`config.mk`:
```
export PLATFORM = sky130hd
export DESIGN_NAME = seta_matriz_scan
export DESIGN_NICKNAME = d
export VERILOG_FILES = /design/src/rtl/seta_matriz_scan.sv
export SDC_FILE = /design/constraint.sdc
export NUM_CORES = 1
export LEC_CHECK = 0
export ABC_AREA = 1
export ABC_CLOCK_PERIOD_IN_PS = 2300
export CELL_PAD_IN_SITES_DETAIL_PLACEMENT = 0
export CELL_PAD_IN_SITES_GLOBAL_PLACEMENT = 2
export CORE_MARGIN = 2
export CORE_UTILIZATION = 30
export DETAILED_ROUTE_END_ITERATION = 7
export PLACE_DENSITY_LB_ADDON = 0.1
export SLEW_MARGIN = 10
export SYNTH_ARGS = -nofsm -noshare
export SYNTH_HDL_FRONTEND = slang
export SYNTH_SLANG_ARGS = --single-unit
```
`constraint.sdc`:
```
create_clock -name clk -period 2.3 [get_ports clk]
set_clock_uncertainty 0.2 [all_clocks]
set_input_delay 0.345 -clock clk [delete_from_list [all_inputs] [get_ports clk]]
set_output_delay 0.345 -clock clk [all_outputs]
set_load 0.005 [all_outputs]
```
`src/rtl/seta_matriz_scan.sv`:
```
// -----------------------------------------------------------------------------
// seta_matriz_scan
//   Row-multiplexed driver for the elevator direction arrow on a COLS x ROWS
//   LED matrix. Rows are scanned one at a time, SCAN_DIV clocks per row slot.
//   The arrow glyph scrolls in the direction of travel one row every ANIM_DIV
//   frames.
//
//   Ports
//     clk         in   rising-edge system clock
//     reset       in   synchronous, active-high
//     enable      in   1 = drive the matrix, 0 = blank outputs and freeze state
//     direcao     in   00 idle, 01 up, 10 down, 11 idle
//     colunas     out  column data, active-high
//     linhas      out  row select, active-low, one-hot-zero (bit 0 = top row)
//     quadro_fim  out  one-cycle pulse marking the last cycle of each frame
//
//   Optional feature macro: SETA_PISCA_EN
//     When defined, idle shows a blinking vertical stop bar instead of a blank
//     matrix.
// -----------------------------------------------------------------------------
module seta_matriz_scan #(
  parameter int COLS     = 5,
  parameter int ROWS     = 7,
  parameter int SCAN_DIV = 1000,
  parameter int ANIM_DIV = 8
) (
  input  logic            clk,
  input  logic            reset,
  input  logic            enable,
  input  logic [1:0]      direcao,
  output logic [COLS-1:0] colunas,
  output logic [ROWS-1:0] linhas,
  output logic            quadro_fim
);

  localparam int SW = (SCAN_DIV > 1) ? $clog2(SCAN_DIV) : 1;
  // One extra bit so row+off and row+ROWS-off never overflow before the wrap.
  localparam int RW = $clog2(ROWS) + 1;
  localparam int FW = (ANIM_DIV > 1) ? $clog2(ANIM_DIV) : 1;
  localparam int C  = COLS / 2;

  localparam logic [SW-1:0] SCAN_LAST  = SW'(SCAN_DIV - 1);
  localparam logic [RW-1:0] ROW_LAST   = RW'(ROWS - 1);
  localparam logic [RW-1:0] ROWS_W     = RW'(ROWS);
  localparam logic [FW-1:0] FRAME_LAST = FW'(ANIM_DIV - 1);

  localparam logic [1:0] DIR_IDLE = 2'b00;
  localparam logic [1:0] DIR_UP   = 2'b01;
  localparam logic [1:0] DIR_DOWN = 2'b10;

  // Down-arrow glyph: a shaft in column C, the full-width bar, the narrowing
  // head, then the tip. The up glyph is the same table read bottom-up.
  function automatic logic [COLS-1:0] glyph_down(input logic [RW-1:0] idx);
    logic [COLS-1:0] g;
    g = {COLS{1'b0}};
    for (int i = 0; i < COLS; i++) begin
      if (idx == RW'(ROWS - 3)) begin
        g[i] = 1'b1;
      end else if (idx == RW'(ROWS - 2)) begin
        g[i] = (i >= C - 1) && (i <= C + 1);
      end else begin
        g[i] = (i == C);
      end
    end
    return g;
  endfunction

  logic [SW-1:0]   scan_cnt_q, scan_cnt_d;
  logic [RW-1:0]   row_q, row_d;
  logic [FW-1:0]   frame_cnt_q, frame_cnt_d;
  logic [RW-1:0]   off_q, off_d;
  logic [1:0]      dir_q, dir_d;
  logic [COLS-1:0] colunas_q, colunas_d;
  logic [ROWS-1:0] linhas_q, linhas_d;
  logic            quadro_fim_q, quadro_fim_d;
`ifdef SETA_PISCA_EN
  logic            pisca_q, pisca_d;
`endif

  logic            scan_wrap_s, row_wrap_s, frame_wrap_s;
  logic [1:0]      dir_in_s;
  logic [RW-1:0]   row_add_s, row_sub_s;
  logic [COLS-1:0] idle_data_s, row_data_s;

  assign scan_wrap_s  = (scan_cnt_q == SCAN_LAST);
  assign row_wrap_s   = (row_q == ROW_LAST);
  assign frame_wrap_s = (frame_cnt_q == FRAME_LAST);
  assign dir_in_s     = (direcao == 2'b11) ? DIR_IDLE : direcao;

`ifdef SETA_PISCA_EN
  assign idle_data_s = pisca_q ? glyph_down({RW{1'b0}}) : {COLS{1'b0}};
`else
  assign idle_data_s = {COLS{1'b0}};
`endif

  // Glyph row selection: (row+off) mod ROWS and (row-off) mod ROWS.
  always_comb begin
    row_add_s = row_q + off_q;
    if (row_add_s >= ROWS_W) begin
      row_add_s = row_add_s - ROWS_W;
    end else begin
      row_add_s = row_add_s;
    end
    row_sub_s = row_q + ROWS_W - off_q;
    if (row_sub_s >= ROWS_W) begin
      row_sub_s = row_sub_s - ROWS_W;
    end else begin
      row_sub_s = row_sub_s;
    end
    case (dir_q)
      DIR_DOWN: row_data_s = glyph_down(row_sub_s);
      DIR_UP:   row_data_s = glyph_down(ROW_LAST - row_add_s);
      default:  row_data_s = idle_data_s;
    endcase
  end

  // Next-state for counters, scroll offset, direction and registered outputs.
  always_comb begin
    scan_cnt_d   = scan_cnt_q;
    row_d        = row_q;
    frame_cnt_d  = frame_cnt_q;
    off_d        = off_q;
    dir_d        = dir_q;
`ifdef SETA_PISCA_EN
    pisca_d      = pisca_q;
`endif
    colunas_d    = {COLS{1'b0}};
    linhas_d     = {ROWS{1'b1}};
    quadro_fim_d = 1'b0;
    if (enable) begin
      linhas_d     = ~({{(ROWS-1){1'b0}}, 1'b1} << row_q);
      quadro_fim_d = scan_wrap_s && row_wrap_s;
      // First cycle of each row slot is blanked to hide row-switch ghosting.
      if (scan_cnt_q == {SW{1'b0}}) begin
        colunas_d = {COLS{1'b0}};
      end else begin
        colunas_d = row_data_s;
      end
      if (scan_wrap_s) begin
        scan_cnt_d = {SW{1'b0}};
        if (row_wrap_s) begin
          // Frame boundary: the only point where direcao is taken in.
          row_d = {RW{1'b0}};
          dir_d = dir_in_s;
          if (dir_in_s != dir_q) begin
            off_d       = {RW{1'b0}};
            frame_cnt_d = {FW{1'b0}};
`ifdef SETA_PISCA_EN
            pisca_d     = 1'b1;
`endif
          end else if (frame_wrap_s) begin
            frame_cnt_d = {FW{1'b0}};
`ifdef SETA_PISCA_EN
            pisca_d     = ~pisca_q;
`endif
            if (dir_q == DIR_IDLE) begin
              off_d = {RW{1'b0}};
            end else if (off_q == ROW_LAST) begin
              off_d = {RW{1'b0}};
            end else begin
              off_d = off_q + RW'(1);
            end
          end else begin
            frame_cnt_d = frame_cnt_q + FW'(1);
          end
        end else begin
          row_d = row_q + RW'(1);
        end
      end else begin
        scan_cnt_d = scan_cnt_q + SW'(1);
      end
    end else begin
      scan_cnt_d = scan_cnt_q;
      row_d      = row_q;
    end
  end

  // State and output registers with synchronous reset.
  always_ff @(posedge clk) begin
    if (reset) begin
      scan_cnt_q   <= {SW{1'b0}};
      row_q        <= {RW{1'b0}};
      frame_cnt_q  <= {FW{1'b0}};
      off_q        <= {RW{1'b0}};
      dir_q        <= DIR_IDLE;
      colunas_q    <= {COLS{1'b0}};
      linhas_q     <= {ROWS{1'b1}};
      quadro_fim_q <= 1'b0;
`ifdef SETA_PISCA_EN
      pisca_q      <= 1'b1;
`endif
    end else begin
      scan_cnt_q   <= scan_cnt_d;
      row_q        <= row_d;
      frame_cnt_q  <= frame_cnt_d;
      off_q        <= off_d;
      dir_q        <= dir_d;
      colunas_q    <= colunas_d;
      linhas_q     <= linhas_d;
      quadro_fim_q <= quadro_fim_d;
`ifdef SETA_PISCA_EN
      pisca_q      <= pisca_d;
`endif
    end
  end

  assign colunas    = colunas_q;
  assign linhas     = linhas_q;
  assign quadro_fim = quadro_fim_q;

endmodule

```
==> summary.md <==
Count of final max-slew check failures: 0. The top cell type's share of synthesized area came out at 0.320. The core region is 0.00683 mm2. In this run, distinct cell masters in the synthesized netlist total 35. The level count of the clock H-tree is 2, and the area of the die is 0.00779 mm2. The logs give 2.32 ns for the required time at the endpoint of the critical path and 88 for the first-iteration detailed-routing DRC count. The number of global-route vias before repair was 1741. Row generation in the floorplan step produced 30 rows.

Clock-pin slew was measured on the worst setup and hold paths at 0.08 ns. In the post-synthesis netlist, the biggest area contributors are sky130_fd_sc_hd__dfxtp_1 32%, sky130_fd_sc_hd__ha_1 11%, sky130_fd_sc_hd__nand2_1 11%. Least setup slack across all paths after layout: -0.0177 ns. After synthesis, the most frequently instantiated cells are 63 x sky130_fd_sc_hd__nand2_1, 45 x sky130_fd_sc_hd__inv_1, 34 x sky130_fd_sc_hd__dfxtp_1.

The run gives 425 as the placed cell count. The min-delay analysis places its worst path in the category flop to flop. The power share of the combinational group is 0.046, and the clock period minus final worst setup slack is 2.32 ns.

The detailed router placed 1906 vias in this run. The top-level I/O count was 18; the half-perimeter wire length after placement was 4.04 mm. The portion of total power attributed to sequential cells is 0.447.

Counting both buffers and inverters, the worst setup path holds a total of 3. The number of warnings issued by yosys is 0. The library cell with the largest summed area after synthesis is sky130_fd_sc_hd__dfxtp_1. Setup repair after global routing could not meet its margin everywhere. In the synthesized netlist the dominant register cell turns out to be sky130_fd_sc_hd__dfxtp_1. The number of antenna violations at the first check in global routing is 0. The run finished, with violations left.

The total overflow left after global routing is 0. TritonCTS built the clock tree. Critical path start-end classification: flop to flop. Final period utilization: 1.01.

The critical path capture point type was a flop. The switching power as a share of total power works out to 0.208. The family with the most delay on the worst path is adder cells.

The total wire length is 5.01 mm. The most common cell in the synthesized netlist is sky130_fd_sc_hd__nand2_1. Dividing the synthesized area by the synthesized cell count gives 7.29 um2. The measured slew at the worst slew-check pin was 0.357 ns; the share of layout cells above drive strength 1 was 0.222.

The first global-routing pass estimated 8.36 mm of wire. The analysis attributes to net switching a power of 0.277 mW. The clock passes through at most 2 buffers. The highest ir drop seen on vdd was 0.234 mV; the number of max-cap violations was 0. The synthesized design contains 0 enable-type register cells.

The power density of the placed cells was 474 mW/mm2. The leakage power summed over all cells is 1.22 nW, and the final cell count without fillers is 434. For this run, design rule violations remaining after detail routing come to 0. The internal power summed over all cells is 1.05 mW, and the routed wire length per instance is 11.5 um. After clock tree synthesis, the flow added hold-fix buffers numbering 0. In this run the worst path has a maximum fanout of 3.

The die is 88.3 um tall. The total number of nets in the final design is 363, and the sequential element share of the synthesized area is 0.320. After technology mapping, the gate count stands at 292. The tools report the relative slew slack as 0.756. For the total CTS buffers, the log shows 5.

The critical path goes through inv_1 > ha_1 > ha_4 > inv_2 > fa_2 > xnor2_2 > inv_1 > nand2_2 > nand2_2 > nand2_2 > xor2_1 > nand3_1 > a21oi_1. The number of register bits inferred by synthesis is 34, and the arrival time reported for the critical path endpoint is 2.34 ns. The total global routing track utilization was 0.140; the fraction of synthesis flops using an asynchronous set or reset pin was 0.

The cell that appears most often on the critical path is sky130_fd_sc_hd__nand2_2. Number of routed nets with antenna violations: 0. For the worst-skew pair, the clock arrives at the later sink with an insertion delay of 0.29 ns. The detail-routed via count per cell is 4.39, and the share of the core filled with cells in the final layout is 0.410. The tools report the startpoint type of the worst setup path as a flop. Counting every net in the synthesized netlist gives 318. For the number of failing hold endpoints at the final stage, the log shows 0. For the initial standard-cell utilization of the core, the log shows 0.312.

The tools report the largest net degree at the start of global routing as 13. Number of sinks on the clock net: 34. Horizontal extent of the die: 88.3 um.

The peak per-stage delay on the critical path works out to 0.36 ns. The upper clock frequency limit was 0.431 GHz. Summing every instance area after synthesis gives 0.00213 mm2. The count of final setup violators was 1; the area growth from synthesis to layout was 31.7%. The tools report the clock network fraction of total power as 0.507. The largest individual stage delay along the critical path comes from the cell sky130_fd_sc_hd__fa_2. The final reports fail on negative setup slack.

The tools report the power consumption as 1.33 mW. The repair_antennas step left the layout with diodes totalling 0. For the final RePlAce weighted congestion, the log shows 0.820. The count of TritonRoute iterations in the first routing pass came out at 4. In this run the clock root is driven by a sky130_fd_sc_hd__clkbuf_8. During placement, the flow inserted port buffers numbering 17.
## timing repair
| item | in CTS | in global routing |
|---|---|---|
| pin swaps | 1 | 12 |
| setup buffers | 0 | 1 |
| setup endpoints to repair | 2 | 2 |
| resized for setup | 7 | 15 |
## cells by family after synthesis
| group | count (synthesis) | share of synthesized area |
|---|---|---|
| AOI/OAI and AO/OA | 27 | 0.0811 |
| xor gates and xnor gates | 5 | 0.0206 |
| adders and majority gates | 21 | 0.130 |
| buffers and inverters | 52 | 0.0958 |
| DFF | 34 | 0.320 |
| and+or+nand+nor | 153 | 0.353 |
## sequential cells by signal (all words and copies together), names as in the netlist
register,count
dir_q,2
quadro_fim,1
colunas,3
row_q,4
linhas,7
scan_cnt_q,10
frame_cnt_q,3
off_q,4
## per-stage QoR
stage	setup slack, ns	hold WS [ns]	instance area (um2)	TNS, ns
final	-0.0177	0.278	2800	-0.0177
after floorplan	0.00490	0.251	2130	0
after detailed placement	-0.133	0.269	2570	-0.259
after CTS	0.00417	0.281	2750	0
after global routing	-0.123	0.316	2800	-0.228
after global placement	-0.0863	0.261	2570	-0.170
## worst paths after layout
path	slack, ns	startpoint	to	cells past startpoint
worst min register to register	0.28	frame_cnt_q[1]	frame_cnt_q[1]	2
worst max register to register	-0.02	off_q[0]	colunas[0]	13
worst max-delay path	-0.02	off_q[0]	colunas[0]	13
worst min-delay path	0.28	frame_cnt_q[1]	frame_cnt_q[1]	2
## routing by layer
layer,up-vias,global-route usage,wire length (um),share of wire
met5,-,0,0,0
met4,0,0.0413,59,0.012
met3,5,0.0280,99,0.020
met2,21,0.209,2130,0.42
met1,844,0.203,2730,0.54
li1,1036,-,-,-
## cell usage in the layout (no fill, tap or decap), drive strengths merged, types with 4 or more instances in the layout
| cell | n |
|---|---|
| inv | 48 |
| a21oi | 13 |
| dfxtp | 34 |
| xor2 | 4 |
| nor3 | 14 |
| nor3b | 4 |
| nor2 | 32 |
| o21ai | 5 |
| clkdlybuf4s50 | 17 |
| nand3 | 29 |
| buf | 24 |
| ha | 19 |
| clkbuf | 5 |
| nand4 | 6 |
| nand2 | 67 |
## area by class of cell
cell class                 count  area, um2
timing repair buffer          41        350
sequential                    34        684
inverter                      49        184
fill                         727       4030
clock inverter                 3       68.8
tap                           96        120
multi-input combinational    206       1330
clock buffer                   5       68.8
## worst register-to-register path, cell delays in order, from the launching register on
cell and delay, ns:
sky130_fd_sc_hd__dfxtp_2 0.34, sky130_fd_sc_hd__inv_1 0.09, sky130_fd_sc_hd__ha_1 0.20, sky130_fd_sc_hd__ha_4 0.14, sky130_fd_sc_hd__inv_2 0.03, sky130_fd_sc_hd__fa_2 0.36, sky130_fd_sc_hd__xnor2_2 0.19, sky130_fd_sc_hd__inv_1 0.07
sky130_fd_sc_hd__nand2_2 0.08, sky130_fd_sc_hd__nand2_2 0.07, sky130_fd_sc_hd__nand2_2 0.09, sky130_fd_sc_hd__xor2_1 0.15, sky130_fd_sc_hd__nand3_1 0.10, sky130_fd_sc_hd__a21oi_1 0.14
## power by group through the flow
stage	Combinational (mW)	Sequential, mW	Clock (mW)
finish	0.0606	0.595	0.674
global route	0.0670	0.595	0.726
CTS	0.0614	0.595	0.697
detailed placement	0.0613	0.608	0
global placement	0.0612	0.608	0
floorplan	0.0319	0.608	0
Power figures use the tool's default switching activity.
